==> config.mk <==
export PLATFORM = sky130hd
export DESIGN_NAME = clk_enable_gen
export DESIGN_NICKNAME = d
export VERILOG_FILES = /design/src/rtl/clk_enable_gen.sv
export SDC_FILE = /design/constraint.sdc
export NUM_CORES = 1
export LEC_CHECK = 0
export CORE_MARGIN = 4
export CORE_UTILIZATION = 25
export DETAILED_ROUTE_END_ITERATION = 12
export DONT_BUFFER_PORTS = 1
export GPL_TIMING_DRIVEN = 0
export HOLD_SLACK_MARGIN = 0.05
export RECOVER_POWER = 100
export SYNTH_ARGS = -nofsm -noshare
export SYNTH_HDL_FRONTEND = slang
export SYNTH_SLANG_ARGS = --single-unit
==> constraint.sdc <==
create_clock -name CLK -period 4.3 [get_ports CLK]
set_input_delay 1.29 -clock CLK [delete_from_list [all_inputs] [get_ports CLK]]
set_output_delay 1.29 -clock CLK [all_outputs]
set_load 0.01 [all_outputs]
==> src/rtl/clk_enable_gen.sv <==
// clk_enable_gen: multi-channel programmable clock-enable generator.
// Each channel emits a one-cycle tick and a 50 % square wave, with
// run / halt / single-step control and a shared divisor write port.
module clk_enable_gen #(
  parameter int unsigned CLOCK_FREQUENCY = 100_000_000,
  parameter int unsigned CHANNELS        = 2,
  parameter int unsigned DIV_WIDTH       = 24,
  parameter int unsigned DEFAULT_FREQ    = 10,
  localparam int unsigned SEL_W          = (CHANNELS > 1) ? $clog2(CHANNELS) : 1
) (
  input  logic                    CLK,
  input  logic                    RST,
  input  logic                    div_we,
  input  logic [SEL_W-1:0]        div_sel,
  input  logic [DIV_WIDTH-1:0]    div_data,
  input  logic [2*CHANNELS-1:0]   mode,
  input  logic [CHANNELS-1:0]     step,
  output logic [CHANNELS-1:0]     tick,
  output logic [CHANNELS-1:0]     sq
);

  localparam int unsigned DIV_RESET = CLOCK_FREQUENCY / (2 * DEFAULT_FREQ);
  localparam logic [DIV_WIDTH-1:0] D0 = DIV_WIDTH'(DIV_RESET);

  typedef enum logic [1:0] {
    MODE_RUN   = 2'b00,
    MODE_HALT  = 2'b01,
    MODE_STEP  = 2'b10,
    MODE_HALT2 = 2'b11
  } mode_e;

  // Write port decode shared by all channels; out-of-range selects are dropped.
  logic sel_ok_c;
  assign sel_ok_c = div_we && (32'(div_sel) < CHANNELS);

  for (genvar i = 0; i < CHANNELS; i++) begin : g_ch
    logic [DIV_WIDTH-1:0] div_q, div_n;
    logic [DIV_WIDTH-1:0] cnt_q, cnt_n;
    logic                 sq_q, sq_n;
    logic                 tick_q, tick_n;
    logic                 step_q;
    logic                 wr_c;
    mode_e                mode_c;

    assign wr_c   = sel_ok_c && (32'(div_sel) == 32'(i));
    assign mode_c = mode_e'(mode[2*i +: 2]);

    // Next-state: counting, reload, halt freeze and step-edge toggling.
    always_comb begin
      div_n  = div_q;
      cnt_n  = cnt_q;
      sq_n   = sq_q;
      tick_n = 1'b0;
      if (wr_c) begin
        div_n = div_data;
      end
      unique case (mode_c)
        MODE_RUN: begin
          if (div_q != '0) begin
            if (cnt_q == '0) begin
              tick_n = 1'b1;
              sq_n   = ~sq_q;
              cnt_n  = div_q - DIV_WIDTH'(1);
            end else begin
              cnt_n = cnt_q - DIV_WIDTH'(1);
            end
          end
        end
        MODE_STEP: begin
          if (step[i] && !step_q) begin
            tick_n = 1'b1;
            sq_n   = ~sq_q;
          end
        end
        default: begin
        end
      endcase
      // A disabled channel has no pending period, so a new divisor restarts it at once.
      if (wr_c && (div_q == '0) && (div_data != '0)) begin
        cnt_n = div_data - DIV_WIDTH'(1);
      end
    end

    // Channel state registers with asynchronous reset to the default rate.
    always_ff @(posedge CLK or posedge RST) begin
      if (RST) begin
        div_q  <= D0;
        cnt_q  <= D0 - DIV_WIDTH'(1);
        sq_q   <= 1'b0;
        tick_q <= 1'b0;
        step_q <= 1'b0;
      end else begin
        div_q  <= div_n;
        cnt_q  <= cnt_n;
        sq_q   <= sq_n;
        tick_q <= tick_n;
        step_q <= step[i];
      end
    end

    assign tick[i] = tick_q;
    assign sq[i]   = sq_q;
  end

endmodule

==> metrics.txt <==
fin crit period=4110 ps; final design utilization=0.281; Mapped Area=7030 um2; via count=6921; largest cells by area after synthesis=dfrtp_1 (21%), dfstp_2 (16%), nand2_1 (6.8%); top cells by count, synth=nand2_1 (127), nor2_1 (68), dfrtp_1 (60); post-synthesis compound-gate area fraction=0.210; Max Cap Viol=2; drt first pass iters=6; IO Port Bufs=0; die height=176 um; Clk pin slew, worst setup/hold paths=70 ps; row cnt=61; die width=176 um; FILL cells=3071; Placer Congestion=0.960; PwrDens=436 nW/um2; Cell variety after synth=79; mux contribution to synthesized area=0.0640; clk_lat worst skew=360 ps; vias per cell=5.62; Peak supply drop=0.000214 V; P&R area growth vs syn=10.9%; Setup TNS=0 ps; drt wl/cell=19.9 um; core area=27800 um2; Synth Area in Simple Gates=0.273; die area=30900 um2; clock buffer depth=2; Hold Path Class=flip-flop to flip-flop; CP Data Arrival Time=4400 ps; WP data required=4590 ps; DR DRC count=0; period utilization=0.956; first-pass GRT wire length=38.5 mm; Setup Viol. Count Final=0; status=finished, violations left; sequential share of the synthesized area=0.370; syn nets=876; dpl hpwl=18.6 mm; Post-synth EDFFs=0; post-route insts no fill=1231; Syn Area/Cell=8.39 um2; post-layout net count=886; top-area cell type share of the netlist area=0.213; Yosys Warn Count=0; Overall Power=0.00340 W; post-synthesis register bit count=102; Tightest Pin Transition=2090 ps; worst hold slack=467 ps; Leak=2.85 nW; initial core utilization=0.253; 1st-iter DRT viols=891; main combinational cell family by area after synthesis=simple AND/OR/NAND/NOR gates; Post-Place Cells=1217; Root Buffer=clkbuf_16; layout cells sized above 1=0.136; Crit Path Class=flip-flop to flip-flop; I/O pin count=38; clock tree from TritonCTS=yes; failing checks=max-capacitance violations, max-slew violations; post-synthesis cell type with the largest combined area=dfrtp_1; fmax=0.243 GHz; n_diodes=0; largest net degree at the start of global routing=60; vias in the first global route=6700; WL final=24.5 mm; Hold Vio Cnt, Final=0; GRT overflow=0; Clock Skew=8.92 ps; ys flop type=dfrtp_1; Post-Synth XOR/XNOR Area=0.0324; CTS sink count=102; share of synthesized flip-flops with an asynchronous set or reset=1.00; max-slew violations=105; most frequent cell after synthesis=nand2_1; Synth Area in Adders=0.00712; Syn Inst Count=838; Post-DRT Antenna Nets=0; crit-path max FO=19; Startpoint Class=flip-flop; Overall Global Routing Usage=0.158; H-tree depth=3; unrepaired setup endpoints after global routing=false; Worst setup EP type=flip-flop; total CTS buffers=9; initial antenna violation count=0; relative slew slack=-0.399
==> metrics by stage <==
stage / setup WS, ps / instance area (um2)
2_1_floorplan: 404 / 7030
3_3_place_gp: -1020 / 7510
3_5_place_dp: -100 / 7540
4_1_cts: 60.8 / 7850
5_1_grt: 1.57 / 7800
6_report: 189 / 7800
==> power by group <==
group          leakage, nW  internal (W)  total, W  switching, W
Combinational         1.53      0.000398  0.000967      0.000569
Sequential            1.17       0.00123   0.00153      0.000294
Clock                0.151      0.000528  0.000909      0.000381
Total                 2.85       0.00216   0.00340       0.00124
==> layer usage <==
layer	wire length, um	vias up	share of wire	GRT usage
met2	10800	316	0.44	0.242
met5	0	-	0	0
met3	2230	48	0.091	0.0372
li1	-	3159	-	-
met1	10500	3398	0.43	0.211
met4	943	0	0.039	0.0715
==> flip-flops by register name, summed over array words and instances, names as in the netlist <==
| name | cells |
|---|---|
| g_ch.sq_q | 2 |
| g_ch.step_q | 2 |
| g_ch.div_q | 48 |
| g_ch.tick_q | 2 |
| g_ch.cnt_q | 48 |
==> logic make-up (layout without fill, tap and decap cells) <==
family / count (synthesis) / in the layout
fa+ha+maj: 4 / 4
simple gates: 387 / 387
buf+inv: 57 / 72
xor+xnor: 26 / 26
compound gates: 220 / 220
flops: 102 / 102
mux: 42 / 42
==> final cells by class <==
type / count / area (um2) / area share
Inverter: 10 / 38.8 / 0.00497
Multi-Input combinational cell: 679 / 4130 / 0.529
Clock inverter: 2 / 60.1 / 0.00770
Buffer: 45 / 235 / 0.0302
Clock buffer: 14 / 254 / 0.0326
Sequential cell: 102 / 2610 / 0.334
Timing Repair Buffer: 1 / 5.00 / 0.000642
Tap cell: 378 / 473 / 0.0606
==> layout by cell type, fill, tap and decap left out, types with 18 or more instances in the layout <==
cell	instances
nand3_1	29
o21ai_0	45
nand2_1	127
dfrtp_1	60
or3_1	18
nor4_1	26
a21oi_1	48
mux2_2	24
mux2i_1	18
nor3_1	45
nor2_1	68
clkbuf_1	34
dfstp_2	42
==> final timing paths <==
kind	endpoint	startpoint	slack, ps	cells past startpoint
min in group asynchronous	g_ch[0].cnt_q[7]	RST	1350	1
max in group asynchronous	g_ch[1].div_q[12]	RST	720	2
worst min register to register	g_ch[1].sq_q	g_ch[1].sq_q	470	1
worst min-delay path	g_ch[1].sq_q	g_ch[1].sq_q	470	1
worst max-delay path	g_ch[0].cnt_q[14]	g_ch[0].cnt_q[10]	190	14
worst max register to register	g_ch[0].cnt_q[14]	g_ch[0].cnt_q[10]	190	14
==> worst max-delay path, stage by stage (launching register included) <==
cell and delay (ps):
dfrtp_1 440, or3_1 380, clkbuf_2 160, or4_4 600, nor2_4 430, a21oi_1 170
ha_1 270, or4b_2 210, nor4_1 40, and3_1 240, or2_2 280, clkbuf_1 220
a31oi_1 220, a311oi_1 60, or3_1 320
==> timing repair <==
action                     in CTS  in global routing
hold buffers                    0                  0
buffers inserted                0                  0
resized for setup               2                  5
setup endpoints to repair       6                  7
No activity file was read; power rests on OpenSTA's default activity.
